## config.mk

```make
export PLATFORM = sky130hd
export DESIGN_NAME = mux_nto1_rr
export DESIGN_NICKNAME = d
export VERILOG_FILES = /design/src/rtl/mux_pkg.sv /design/src/rtl/mux_nto1_rr_arbiter.sv /design/src/rtl/mux_nto1_rr.sv
export SDC_FILE = /design/constraint.sdc
export NUM_CORES = 1
export LEC_CHECK = 0
export BUFFER_PORTS_ARGS = -buffer_cell sky130_fd_sc_hd__buf_4
export CAP_MARGIN = 10
export CORE_ASPECT_RATIO = 0.9
export CORE_MARGIN = 10
export CORE_UTILIZATION = 39
export CTS_CLUSTER_SIZE = 10
export DETAILED_ROUTE_END_ITERATION = 12
export PLACE_DENSITY_LB_ADDON = 0.15
export REMOVE_ABC_BUFFERS = 1
export SLEW_MARGIN = 10
export SYNTH_ARGS = -nofsm -noshare
export SYNTH_HDL_FRONTEND = slang
export SYNTH_SLANG_ARGS = --single-unit
```

## constraint.sdc

```tcl
create_clock -name i_clk -period 1.8 [get_ports i_clk]
set_input_delay 0.09 -clock i_clk [delete_from_list [all_inputs] [get_ports i_clk]]
set_output_delay 0.09 -clock i_clk [all_outputs]
set_load 0.02 [all_outputs]
```

## src/rtl/mux_pkg.sv

```systemverilog
// Shared constants and helpers for the N:1 registered mux with round-robin arbitration.
package mux_pkg;

    localparam logic MODE_FIXED = 1'b0;
    localparam logic MODE_RR    = 1'b1;

    // Index increment that wraps to 0 after n-1; valid for any n, not just powers of 2.
    function automatic int unsigned wrap_inc(input int unsigned idx, input int unsigned n);
        return (idx + 32'd1 >= n) ? 32'd0 : idx + 32'd1;
    endfunction

endpackage

```

## src/rtl/mux_nto1_rr_arbiter.sv

```systemverilog
// Combinational rotate-priority picker: first asserted request at or after ptr, wrapping.
module rr_arbiter
    import mux_pkg::*;
#(
    parameter  int unsigned CHANNELS = 4,
    localparam int unsigned SEL_W    = $clog2(CHANNELS)
) (
    input  logic [CHANNELS-1:0] req,
    input  logic [SEL_W-1:0]    ptr,
    output logic [SEL_W-1:0]    grant,
    output logic                grant_valid
);

    localparam logic [SEL_W:0] CH_N = (SEL_W+1)'(CHANNELS);

    logic [SEL_W:0] idx;

    // One extra bit holds ptr+i before the modulo fold, so odd channel counts wrap exactly.
    always_comb begin
        grant       = '0;
        grant_valid = 1'b0;
        idx         = '0;
        for (int unsigned i = 0; i < CHANNELS; i++) begin
            idx = {1'b0, ptr} + (SEL_W+1)'(i);
            if (idx >= CH_N) begin
                idx = idx - CH_N;
            end
            if (!grant_valid && req[idx[SEL_W-1:0]]) begin
                grant       = idx[SEL_W-1:0];
                grant_valid = 1'b1;
            end
        end
    end

endmodule

```

## src/rtl/mux_nto1_rr.sv

```systemverilog
// N:1 mux with fixed or round-robin select, one registered output stage, valid/ready handshake.
module mux_nto1_rr
    import mux_pkg::*;
#(
    parameter  int unsigned WIDTH    = 8,
    parameter  int unsigned CHANNELS = 4,
    localparam int unsigned SEL_W    = $clog2(CHANNELS)
) (
    input  logic                      i_clk,
    input  logic                      i_rst_n,
    input  logic [CHANNELS*WIDTH-1:0] i_data,
    input  logic [CHANNELS-1:0]       i_valid,
    output logic [CHANNELS-1:0]       o_ready,
    input  logic                      i_mode,
    input  logic [SEL_W-1:0]          i_sel,
    output logic [WIDTH-1:0]          o_data,
    output logic [SEL_W-1:0]          o_chan,
    output logic                      o_valid,
    input  logic                      i_ready
);

    localparam logic [SEL_W:0] CH_N = (SEL_W+1)'(CHANNELS);

    logic [SEL_W-1:0] ptr;
    logic [SEL_W-1:0] rr_grant;
    logic             rr_valid;
    logic [SEL_W-1:0] grant;
    logic             grant_valid;
    logic             load_en;
    logic [WIDTH-1:0] chan_data [CHANNELS];

    rr_arbiter #(.CHANNELS(CHANNELS)) u_arb (
        .req         (i_valid),
        .ptr         (ptr),
        .grant       (rr_grant),
        .grant_valid (rr_valid)
    );

    always_comb begin
        for (int unsigned k = 0; k < CHANNELS; k++) begin
            chan_data[k] = i_data[k*WIDTH +: WIDTH];
        end
    end

    // Mode mux; an out-of-range fixed select simply never grants.
    always_comb begin
        grant       = rr_grant;
        grant_valid = rr_valid;
        if (i_mode == MODE_FIXED) begin
            grant       = i_sel;
            grant_valid = ({1'b0, i_sel} < CH_N) && i_valid[i_sel];
        end
    end

    assign load_en = !o_valid || i_ready;

    always_comb begin
        o_ready = '0;
        for (int unsigned k = 0; k < CHANNELS; k++) begin
            o_ready[k] = i_rst_n && load_en && grant_valid && (grant == SEL_W'(k));
        end
    end

    // Output stage and RR pointer; the pointer only advances on an RR transfer in.
    always_ff @(posedge i_clk or negedge i_rst_n) begin
        if (!i_rst_n) begin
            o_valid <= 1'b0;
            o_data  <= '0;
            o_chan  <= '0;
            ptr     <= '0;
        end else if (load_en) begin
            if (grant_valid) begin
                o_valid <= 1'b1;
                o_data  <= chan_data[grant];
                o_chan  <= grant;
                if (i_mode == MODE_RR) begin
                    ptr <= SEL_W'(wrap_inc(32'(grant), CHANNELS));
                end
            end else begin
                o_valid <= 1'b0;
            end
        end
    end

endmodule
```

After elaboration in Yosys (flattened, before gate mapping)
Cells that the tools add are included.

storage, ports and cells
  register bits after elaboration = 13
  input port bits = 42
  word-level logic and storage cells = 73

operators by class
  add/sub/neg operators = 8
  $lt $le $gt $ge = 11
  equality and inequality tests = 3
  muxes and demuxes = 29
  bitwise logic cells = 1
  reduce and logical (&&, ||, !) cells = 17

operators by type and width
  cell                 number
  $mux 2               10
  $bmux 8 s2           1
  $mux 8               2
  $ge 3x3->1 const B   5
  $lt 2x3->1 const B   5
  $mux 1               11
  $bmux 1 s2           5
  $logic_and 1x1->1    9
  $sub 2x1->2 const B  4
  $add 2x1->3 const B  2
  $add 2x2->3 const B  2
  $eq 2x2->1 const B   2
  $logic_not 1->1      4
  $ge 2x3->1 const B   1
  $not 2->3            1
  $reduce_and 3->1     1
  $eq 2x1->1 const B   1
  $logic_not 2->1      1
  $reduce_and 2->1     1
  $logic_or 1x1->1     1

Depth between registers and ports, before layout
Gate-level depths: netlist of run 1.

  depth after elaboration = 19
  depth in mapped cells = 8
  gate-level depth less buffers = 6

Hierarchy
Synthesis of run 1 repeated with hierarchy kept, for this count alone.

second synthesis, totals
  cell total of the unflattened synthesis = 88
  area, all modules = 1016.0 um^2

by module, submodules not included
  module       instances  cells each  area each (um^2)
  mux_nto1_rr  1          73          938.4
  rr_arbiter   1          15          77.6

Least setup slack after synthesis of run 1
OpenSTA, ideal clock, no wires.

  path type = register to output
  start = register ptr[0]
  end = output port o_ready[2]
  arrival = 1.840 ns
  data required time = 1.710 ns
  path slack = -0.130 ns
  stages on the path, launching flop included = 9
  path through = dfrtp_1 > nand2b_1 > or2_2 > clkbuf_1 > a31o_4 > inv_4 > buf_12 > ha_1 > and3_1

on the way
  cells in the longest elaborated chain, start to end = 17
  elaborated cells on any way between the ends = 42

ends and longest elaborated chain
  element                                                               line               text
  start, declared                                                       mux_nto1_rr.sv:24  logic [SEL_W-1:0] ptr;
  start signal, assigned                                                mux_nto1_rr.sv:77  ptr <= SEL_W'(wrap_inc(32'(grant), CHANNELS));
  parallel branches: the longest is 16 deep, another holds $add 2x1->3  n/a
  $logic_and 1x1->1 *                                                   mux_nto1_rr.sv:60  o_ready[k] = i_rst_n && load_en && grant_valid && (grant == SEL_W'(k));
  end, declared                                                         mux_nto1_rr.sv:13  output logic [CHANNELS-1:0] o_ready,

Mark *: on every way between the ends. The select of a mux whose other input is x is not followed.

Final worst setup path of run 1
Same ends and word-level chain as after synthesis.

==> results.txt, run 1 <==
- Worst Setup End Kind: output port
- The analysis attributes to net switching a power of 0.000705 W.
- Setup CP Type: flip-flop to output port
- Final ANT Viol Nets: 0
* Share of flip-flops with an asynchronous set or reset: 100%
- Of the total power, the share spent switching nets is 41.7%.
- Synthesis produced 113 cells.
* Worst reg2reg path endpoint: o_data[6]
- Along the worst path, the maximum fanout reaches 3.
* Cell count of the worst hold path: 3
- Pin count of the biggest net entering global routing: 17
- Period Utilization, post-route: 108%
* Arrival time of the worst setup path: 1.86 ns
- Data required time at the worst endpoint: 1.71 ns
* Fraction of final layout cells sized beyond drive strength 1: 62.0%
- For this block, the routed nets add up to 4.30 mm of wire.
- By area the synthesized netlist is led by sky130_fd_sc_hd__dfrtp_1, sky130_fd_sc_hd__mux2i_1, sky130_fd_sc_hd__a311oi_1.
* Clock Tree Buf Depth: 2
- Boundary Pins: 57
- Between clock sinks in the finished design, the worst skew comes to 0.00163 ns.
- Vias/cell: 5.63
- Initial DRC count: 37
- The design draws 0.00169 W.
- In the global route stage, overall resource usage came out at 16.4%.
* Worst R2R Path Depth: 7
- In this run the number of H-tree levels came out at 1.
- The synthesized netlist devotes 0% of its cell area to XOR and XNOR gates.
- Insertion delay of the later-clocked pin in the worst-skew pair: 0.29 ns
- Commonest non-fill, non-tap cell in the layout: sky130_fd_sc_hd__buf_4
- Normalized max-slew margin: 66.2%
* Avg Synthesized Cell Area: 8.91 µm²
- Post-synth EDFFs: 0
* Adder-cell share of the synthesized area: 1.24%
* Leakage Power: 0.859 nW
- Number of CTS-inserted buffers: 3
- During synthesis, Yosys emitted a total of 0 warnings.
- The internal portion of the total power is 0.000985 W.
- Per-cell routed wire length: 20.0 µm
* Die footprint: 0.00502 mm²
* Cell area after layout: 0.00194 mm²
- The worst setup path is launched from a flip-flop.
- Starting utilization of the core area: 40.8%
* Worst reg-to-reg setup slack: -0.11 ns
* Type of the most critical hold path: input pin to flip-flop
- Clock tree synthesis selected as its root buffer the cell sky130_fd_sc_hd__clkbuf_4.
- Outcome: finished with violations
- Pins Over Slew Limit: 0
- Setup violations remaining at the end of the flow were counted as 12.
- Highest ir drop seen on vdd: 0.000612 V
- The synthesized netlist devotes 30.9% of its cell area to compound gates.
* Seq cells post-synth: 13
* Proportion of synthesized area in mux cells: 11.6%
* Transition time of the tightest slew-check pin: 0.507 ns
- GP Congestion: 0.910
- TritonCTS built the clock tree.
- For this run the aggregate overflow at the end of global routing stands at 0.
* Number of hold violations in the final report: 0
* Area fraction in and, or, nand and nor cells after synthesis: 15.0%
- Highest-count cells in the layout ignoring fill and taps: sky130_fd_sc_hd__buf_4, sky130_fd_sc_hd__dfrtp_1, sky130_fd_sc_hd__inv_1, sky130_fd_sc_hd__nor2_1
- After clock tree synthesis, the clock-pin slew on the worst setup and hold paths is 0.09 ns.
- The top cell type by area accounts for 32.3% of the synthesized area.
- Violations in the final reports: setup timing
- The final route contains 1210 vias.
- Power spread over the standard cell area amounts to 870 mW/mm².
- Once placement finished, the instance area stood at 0.00154 mm².
- Relative to the synthesized area, the layout overhead comes to 92.8%.
- Total standard cell area after synthesis: 0.00101 mm²
* Initial antenna violation count: 0
- Combinational family with the most area after synthesis: compound AO/OA/AOI/OAI gates
- First-pass GRT wire length: 6.48 mm
* Endpoint with the worst hold slack: o_valid
- Worst Slack Setup Final: -0.151 ns
* Number of global-route vias before repair: 1291
- HPWL after detailed placement: 2.93 mm
* Post-layout net count: 231
- Input and output buffers added on the ports amount to 56.
- Height of the chip: 68.2 µm
- For this run, the top clock speed supported by timing is 513 MHz.
* Dominant cell type by area after synthesis: sky130_fd_sc_hd__dfrtp_1
- FF-to-FF Start: ptr[0]
- Before antenna repair, the detailed router went through 4 iterations.
- In this run, distinct cell masters in the synthesized netlist total 27.
- Number of antenna cells inserted: 0
- Cell Rows: 17
- Clock sink total: 13
- Dominant register cell in the synthesized netlist: sky130_fd_sc_hd__dfrtp_1
* Remaining design rule violation count: 0
- Combinational cell fraction of total power: 61.6%
- The smallest clock period supported by the final layout is computed as 1.95 ns.
* Unrepaired setup endpoints after global routing: true
* Worst hold slack: 0.0854 ns
* Seq/Total Area, Yosys: 32.3%
- In this run the most critical hold path is launched from i_ready.
- In this run, flip-flops and latches consume 26.5% of the power.
* Die Span X: 73.6 µm
- Core outline area: 0.00247 mm²
- Max-cap violations: 0
- Clock group share of total power: 11.9%
==> worst max-delay path by stage <==
stage | startpoint | endpoint
2_1_floorplan | ptr[0] | o_ready[2]
3_3_place_gp | ptr[1] | o_data[3]
3_5_place_dp | ptr[1] | o_data[1]
4_1_cts | ptr[1] | o_ready[2]
5_1_grt | ptr[0] | o_ready[2]
6_report | ptr[0] | o_ready[2]
==> final cells by class <==
cell class | count | area [µm²]
Inverter | 12 | 50.0
Sequential cell | 13 | 327
Fill cell | 149 | 526
Clock buffer | 4 | 26.3
Multi-Input combinational cell | 81 | 860
Tap cell | 28 | 35.0
Timing Repair Buffer | 77 | 644
==> stage by stage <==
stage               setup WS (ns)  util [%]  cells  TNS [ns]
floorplan                  0.0244         -    106         0
global placement          -0.0649      62.5    203    -0.305
detailed placement         -0.129      62.5    203    -0.818
CTS                        -0.147      73.1    212     -1.01
global route               -0.233      78.7    215     -2.18
finish                     -0.151      78.7    215     -1.19
==> sequential cells by signal, summed over array words and instances (netlist names) <==
register  count
o_valid       1
ptr           2
o_data        8
o_chan        2
==> cell families (layout without fill, tap and decap cells) <==
family | Yosys count | after routing
muxes | 10 | 10
adders and majority gates | 1 | 1
AOI/OAI and AO/OA | 37 | 37
buffers and inverters | 19 | 93
and+or+nand+nor | 33 | 33
DFF | 13 | 13
==> power groups by stage <==
stage	logic [W]	clock network, W	registers [W]
after floorplan	0.000280	0	0.000522
after global placement	0.000722	0	0.000434
after detailed placement	0.000739	0	0.000441
after CTS	0.000918	0.000202	0.000437
after global routing	0.00110	0.000218	0.000460
final	0.00104	0.000202	0.000447
==> layer usage <==
layer / up-vias / part of all wire, % / track usage [%]
li1: 575 / - / -
met1: 583 / 39 / 17.0
met2: 42 / 52 / 30.0
met3: 10 / 6.8 / 5.35
met4: 0 / 2.3 / 6.74
met5: - / 0 / 0
==> Yosys cell counts (all sizes together), types with 3 or more instances <==
cell type  instances
a2111oi            8
a211oi             8
a311oi             9
clkbuf             5
dfrtp             13
inv               12
mux2i              9
nand2              7
nand2b             4
nor2              14
nor2b              3
o21ai              3
==> worst max-delay path, stage by stage (launching register included) <==
cell and delay (ns):
sky130_fd_sc_hd__dfrtp_1 0.45, sky130_fd_sc_hd__buf_6 0.14, sky130_fd_sc_hd__nand2b_1 0.05, sky130_fd_sc_hd__a21o_1 0.19, sky130_fd_sc_hd__a31o_4 0.28, sky130_fd_sc_hd__clkinv_4 0.07, sky130_fd_sc_hd__ha_4 0.12, sky130_fd_sc_hd__and3_4 0.17
sky130_fd_sc_hd__buf_6 0.11
==> repair_timing <==
item / CTS / global route
setup buffers: 4 / 3
pin swaps: 5 / 16
endpoints found under the hold margin: 13 / 0
hold buffers: 1 / 0
endpoints found under the setup margin: 12 / 12
resized for setup: 38 / 25
Power figures use the tool's default switching activity.
==> run 2: changes to the inputs <==
Settings changed: CORE_UTILIZATION 39 to 41.
Clock period 1.8 ns to 2.4 ns, I/O delays scaled along.
==> results.txt, run 2 (synthesis gave the netlist of run 1 again) <==
- Outcome: complete, no violations
* CP delay by family, top: simple AND/OR/NAND/NOR gates
- GP Congestion: 0.904 (-0.70%)
- The average routed wire per standard cell is 16.9 µm (-16%).
- Dividing the final minimum period by the clock period gives 93.6%.
* Height of the chip: 67.0 µm (-1.7%)
* Kind of start point of the critical path: flip-flop
* Final ANT Viol Nets: 0 (unchanged)
- Min Clock Period, post-route: 2.25 ns
* Areal power density over the cells: 654 mW/mm² (-25%)
- Worst Setup End Kind: output port
* Max-cap violations: 0 (unchanged)
- The number of I/O port buffers came to 56 (unchanged).
* Clock Tree Buf Depth: 2 (unchanged)
* DP Area: 0.00142 mm² (-8.0%)
- In the layout the commonest cells are sky130_fd_sc_hd__buf_4, sky130_fd_sc_hd__nor2_1, sky130_fd_sc_hd__dfrtp_1.
- The flip-flop count of the largest register after layout was 8 (unchanged).
- More flip-flops sit in one register than any other, and that register is o_data.
- The full die area came to 0.00484 mm² (-3.5%).
* Arrival time of the worst setup path: 2.13 ns (+0.27 ns)
- WP buf/inv: 2 (-1)
- The detailed-routing iteration count for the pre-antenna-repair pass came to 4 (unchanged).
- The total negative setup slack came to 0 ns (+1.19 ns).
- Insertion delay of the later-clocked pin in the worst-skew pair: 0.29 ns (about the same)
* Initial antenna violation count: 0 (unchanged)
* Clock sink total: 13 (unchanged)
* Remaining design rule violation count: 0 (unchanged)
- Cell Rows: 16 (-1)
- Number of antenna cells inserted: 0 (unchanged)
- The count of H-tree levels built during CTS was 1 (unchanged).
- Total wire length after detailed routing: 3.28 mm (-24%)
- Highest ir drop seen on vdd: 0.000401 V (-34%)
* Fraction of final layout cells sized beyond drive strength 1: 38.3% (-24 points)
- The global route total overflow was 0 (unchanged).
* TritonCTS clock tree: built
* Root buf cell: sky130_fd_sc_hd__clkbuf_4
* Total design power: 0.000954 W (-44%)
- Global router's overall resource usage: 13.0% (-3.4 points)
* Normalized max-slew margin: 52.3% (-14 points)
- Clock edge transition at the registers on the reported setup and hold paths: 0.10 ns (about the same)
* DR vias: 1069 (-12%)
* Post-layout net count: 211 (-8.7%)
* Leakage Power: 0.714 nW (-17%)
- The number of top-level design ports is 57 (unchanged).
* Core outline area: 0.00226 mm² (-8.3%)
* Max Clock Freq: 445 MHz
- The global-route wire length before repair was 5.10 mm (-21%).
- Area delta synth->final: 44.7%
* Initial DRC count: 64 (+73%)
- The setup-violating endpoint count in the final report was 0 (-12).
* Type of the most critical hold path: input pin to flip-flop
- The number of global-route vias before repair was 1063 (-18%).
- Pin count of the biggest net entering global routing: 17 (unchanged)
- Vias/cell: 5.51 (-2.1%)
- Utilization of the core after routing: 64.4% (-14 points)
- The transition time of the tightest slew-check pin was 0.713 ns (+0.206 ns).
* Die Span X: 72.2 µm (-1.8%)
- The finished layout cell area was 0.00146 mm² (-25%).
- Setup repair after global routing left no endpoint under its margin.
- The worst clock skew on the final layout came to 0.0133 ns (+0.0116 ns).
* Number of hold violations in the final report: 0 (unchanged)
- Pins Over Slew Limit: 0 (unchanged)
- The maximum fanout count along the critical path came to 11 (+8).
* Setup CP Type: flip-flop to output port
* HPWL after detailed placement: 2.67 mm (-8.9%)
* Max incr delay on CP: 0.43 ns (-0.02 ns)
- Starting utilization of the core area: 44.5% (+3.7 points)
* Sequence of cells on the critical path: nand2b_1 -> or2_2 -> a31o_4 -> inv_6 -> ha_1 -> and3_1 -> buf_4
- The worst endpoint required time is 2.28 ns (+0.57 ns).
- CP max-delay cell: sky130_fd_sc_hd__dfrtp_1
- Fill cell instance count of the final layout: 199 (+34%)
* Top flop regs: o_data x8, o_chan x2, ptr x2
* Number of CTS-inserted buffers: 3 (unchanged)
* Commonest non-fill, non-tap cell in the layout: sky130_fd_sc_hd__buf_4
==> run 2: per-layer routing <==
metal | vias up | GRT usage [%] | wire, µm
li1 | 536 | - | -
met1 | 476 | 15.9 | 1440
met2 | 55 | 20.2 | 1500
met3 | 2 | 5.19 | 307
met4 | 0 | 4.11 | 31
met5 | - | 0 | 0
==> run 2: power by group <==
part	switching [W]	internal, W	total (W)
sequential	0.0000428	0.000283	0.000325
clock	0.0000821	0.0000646	0.000147
combinational	0.000265	0.000217	0.000482
==> run 2: final timing paths <==
check | startpoint | to | slack, ns | cells after the start
max reg2reg | ptr[1] | o_data[4] | 0.32 | 6
max in group asynchronous | i_rst_n | o_data[7] | 1.99 | 2
min | i_ready | o_valid | 0.11 | 3
min in group asynchronous | i_rst_n | o_data[0] | 0.22 | 2
min reg2reg | o_chan[1] | o_chan[1] | 0.49 | 2
max | ptr[0] | o_ready[2] | 0.15 | 7
==> run 2: timing repair <==
item,CTS,global route
setup endpoints to repair,0,1
resized for setup,0,1
hold endpoints to repair,13,0
hold buffers,1,0
buffers inserted,0,0
==> run 2: area by class of cell <==
cell class | count | area [µm²] | share of cell area, %
Tap cell | 27 | 33.8 | 2.32
Sequential cell | 13 | 325 | 22.3
Clock buffer | 4 | 26.3 | 1.80
Inverter | 12 | 50.0 | 3.43
Timing Repair Buffer | 57 | 430 | 29.5
Multi-Input combinational cell | 81 | 592 | 40.6
==> run 2: tightest hold or removal path, delay by kind of cell <==
| kind | cells | cell delay, ns |
|---|---|---|
| AND/OR/NAND/NOR | 2 | 0.16 |
| buffers and inverters | 1 | 0.08 |
==> run 2: metrics by stage <==
stage	hold slack (ns)	std cells	setup slack, ns
after floorplan	-0.176	106	0.594
after global placement	-0.00935	189	0.395
after detailed placement	-0.00967	189	0.351
after CTS	0.107	194	0.124
after global routing	0.113	194	0.0167
final	0.106	194	0.154
==> run 3: changes to the inputs <==
Settings changed: CORE_UTILIZATION 41 to 47.
==> results.txt, run 3 (synthesis gave the netlist of run 1 again) <==
* Fraction of final layout cells sized beyond drive strength 1: 38.7% (+0.37 points)
* Clock edge transition at the registers on the reported setup and hold paths: 0.09 ns (about the same)
* Per-cell routed wire length: 17.7 µm (+4.7%)
* Commonest non-fill, non-tap cell in the layout: sky130_fd_sc_hd__buf_4
* GP Congestion: 0.946 (+4.6%)
- Global router's overall resource usage: 15.7% (+2.8 points)
* Cell Rows: 15 (-1)
* Switching share of total power: 40.8% (-0.051 points)
- The initial core utilization was 51.1% (+6.6 points).
* Remaining design rule violation count: 0 (unchanged)
- Highest ir drop seen on vdd: 0.000394 V (-1.6%)
- Initial DRC count: 62 (-3.1%)
- The most critical setup path has its startpoint at ptr[1].
- The net count of the finished layout is 212 (+0.47%).
- Insertion delay of the later-clocked pin in the worst-skew pair: 0.29 ns (about the same)
- The area occupied by multi-input gates was 592 µm² (unchanged).
* Setup clock skew after layout: 0.00424 ns (-0.00904 ns)
- The finished layout cell area came to 0.00146 mm² (+0.17%).
- The worst setup path is captured at an output port.
* Setup CP Type: flip-flop to output port
- The worst setup path is launched from a flip-flop.
- The wire length on met2 came to 1.61 mm (+7.5%).
- Pin count of the biggest net entering global routing: 17 (unchanged)
- TritonCTS built the clock tree.
- Met3 layer wire length in the routed design: 349 µm (+14%)
- The path depth of the worst reg2reg path was 6 (unchanged).
- Launch point of the worst hold path: i_ready
- The count of instances resized after the clock tree is built came to 0 (unchanged).
- Sequential cell area: 325 µm² (unchanged)
- Number of hold violations in the final report: 0 (unchanged)
* First-pass iteration count of the detailed router: 4 (unchanged)
- The worst-case register-to-register setup slack is 0.33 ns (about the same).
- Cell count of the worst hold path: 3 (unchanged)
- Max-cap violations: 0 (unchanged)
- The fmax was 434 MHz (-2.5%).
- Clock sink total: 13 (unchanged)
- The number of fillers in the final layout was 160 (-20%).
* Unrepaired setup endpoints after global routing: false
- The global-route wire length before repair was 5.57 mm (+9.2%).
- Top layer used by detailed routing: met4
- HPWL after detailed placement: 2.72 mm (+2.1%)
- Outcome: complete, no violations
* Number of setup violations in the final report: 0 (unchanged)
- The residual antenna-violating net count after detailed routing came to 0 (unchanged).
- Leakage Power: 0.719 nW (+0.68%)
* Height of the chip: 63.9 µm (-4.6%)
- In this run the critical register-to-register path is captured at o_data[7].
* Type of the most critical hold path: input pin to flip-flop
- Number of global-route vias before repair: 1176 (+11%)
- The register with the most flip-flops in the final layout is o_data.
- Data required time at the worst endpoint: 2.28 ns (about the same)
- The part of the total power dissipated in sequential elements was 34.0% (about the same).
- Transition time of the tightest slew-check pin: 0.797 ns (+0.0841 ns)
- The number of diodes came to 0 (unchanged).
- The number of top-level design ports came to 57 (unchanged).
- Period Utilization, post-route: 95.9% (+2.4 points)
- The post-detailed-routing wire length is 3.41 mm (+4.1%).
- The routed via count is 1122 (+5.0%).
* Clock Tree Buf Depth: 2 (unchanged)
- Switching power summed over all nets: 0.000389 W (-0.12%)
* Cell Int Power: 0.000565 W (about the same)
* Overflow left after global routing: 0 (unchanged)
- The full die area was 0.00440 mm² (-9.2%).
- The worst hold path terminates at o_valid.
- Setup TNS: 0 ns (unchanged)
- The core region area came to 0.00197 mm² (-13%).
- The total cell area at the placement stage is 0.00142 mm² (+0.35%).
* Min Clock Period, post-route: 2.30 ns (+0.0567 ns)
- The via density per instance was 5.81 (+5.5%).
* Areal power density over the cells: 653 mW/mm² (-0.16%)
- Root buf cell: sky130_fd_sc_hd__clkbuf_4
- Clock group share of total power: 15.2% (-0.2 points)
- The initial antenna violation count was 0 (unchanged).
- The final number of max-transition violations came to 0 (unchanged).
- The routed length on met1 came to 1.38 mm (-4.2%).
- Normalized max-slew margin: 46.7% (-5.6 points)
- The TritonCTS buffer count was 3 (unchanged).
- Count of input and output buffers: 56 (unchanged)
- Die Span X: 68.8 µm (-4.8%)
- The combinational share of power was 50.8% (+0.3 points).
- Relative to the synthesized area, the layout overhead comes to 45.0%.
- The flip-flop count of the largest register after layout came to 8 (unchanged).
- Top fanout value on the critical path: 11 (unchanged)
* FF-to-FF Start: ptr[1]
* Htree depth: 1 (unchanged)
- In the layout the commonest cells are sky130_fd_sc_hd__buf_4, sky130_fd_sc_hd__nor2_1, sky130_fd_sc_hd__dfrtp_1.
- The signal arrival time at the worst endpoint is 2.18 ns (+0.05 ns).
- Top flop regs: o_data x8, o_chan x2, ptr x2
[run 3: cell types whose count changed in the layout (fill, tap and decap cells not counted), sizes merged]
cell and change:
buf +1
[run 3: final cells by class]
type                            count  share of cell area, %
Tap cell                           25                   2.14
Clock buffer                        4                   1.80
Sequential cell                    13                   22.3
Multi-Input combinational cell     81                   40.5
Inverter                           12                   3.26
Timing Repair Buffer               58                   30.0
[run 3: worst max path at each step]
stage / depth (start not counted) / end
after floorplan: 6 / o_ready[2]
after global placement: 6 / o_data[1]
after detailed placement: 6 / o_data[2]
after CTS: 7 / o_ready[2]
after global routing: 7 / o_ready[2]
final: 7 / o_ready[2]
[run 3: per-stage QoR]
stage | hold slack (ns) | instances | power, W | worst slack, ns | util (%)
4_1_cts | 0.116 | 193 | 0.000956 | 0.100 | 74.1
2_1_floorplan | -0.176 | 106 | 0.000602 | 0.594 | -
5_1_grt | 0.140 | 193 | 0.00102 | 0.00461 | 74.1
3_3_place_gp | -0.0151 | 188 | 0.000798 | 0.420 | 72.3
3_5_place_dp | -0.0137 | 188 | 0.000813 | 0.379 | 72.3
6_report | 0.117 | 193 | 0.000954 | 0.0972 | 74.1
[run 3: critical path, stage by stage (launching register included)]
cell                       delay, ns
sky130_fd_sc_hd__dfrtp_1        0.43
sky130_fd_sc_hd__mux2i_1        0.38
sky130_fd_sc_hd__a21boi_4       0.16
sky130_fd_sc_hd__a31o_4         0.31
sky130_fd_sc_hd__inv_4          0.17
sky130_fd_sc_hd__ha_1           0.16
sky130_fd_sc_hd__and3_1         0.14
sky130_fd_sc_hd__buf_4          0.14
[run 3: timing repair]
action                                  in CTS  in global routing
hold buffers                                 1                  0
hold endpoints to repair                    13                  0
endpoints found under the setup margin       0                  0
buffers inserted                             0                  0
[run 3: power by group through the flow]
stage / combinational (W) / sequential, W / clock, W
4_1_cts: 0.000486 / 0.000325 / 0.000145
3_3_place_gp: 0.000473 / 0.000326 / 0
3_5_place_dp: 0.000484 / 0.000329 / 0
2_1_floorplan: 0.000210 / 0.000392 / 0
5_1_grt: 0.000528 / 0.000334 / 0.000155
6_report: 0.000484 / 0.000325 / 0.000145
[run 3: per-layer routing]
layer / track usage (%) / up-vias
met5: 0 / -
met4: 6.16 / 0
met3: 4.53 / 9
met2: 24.7 / 66
met1: 19.6 / 514
li1: - / 533
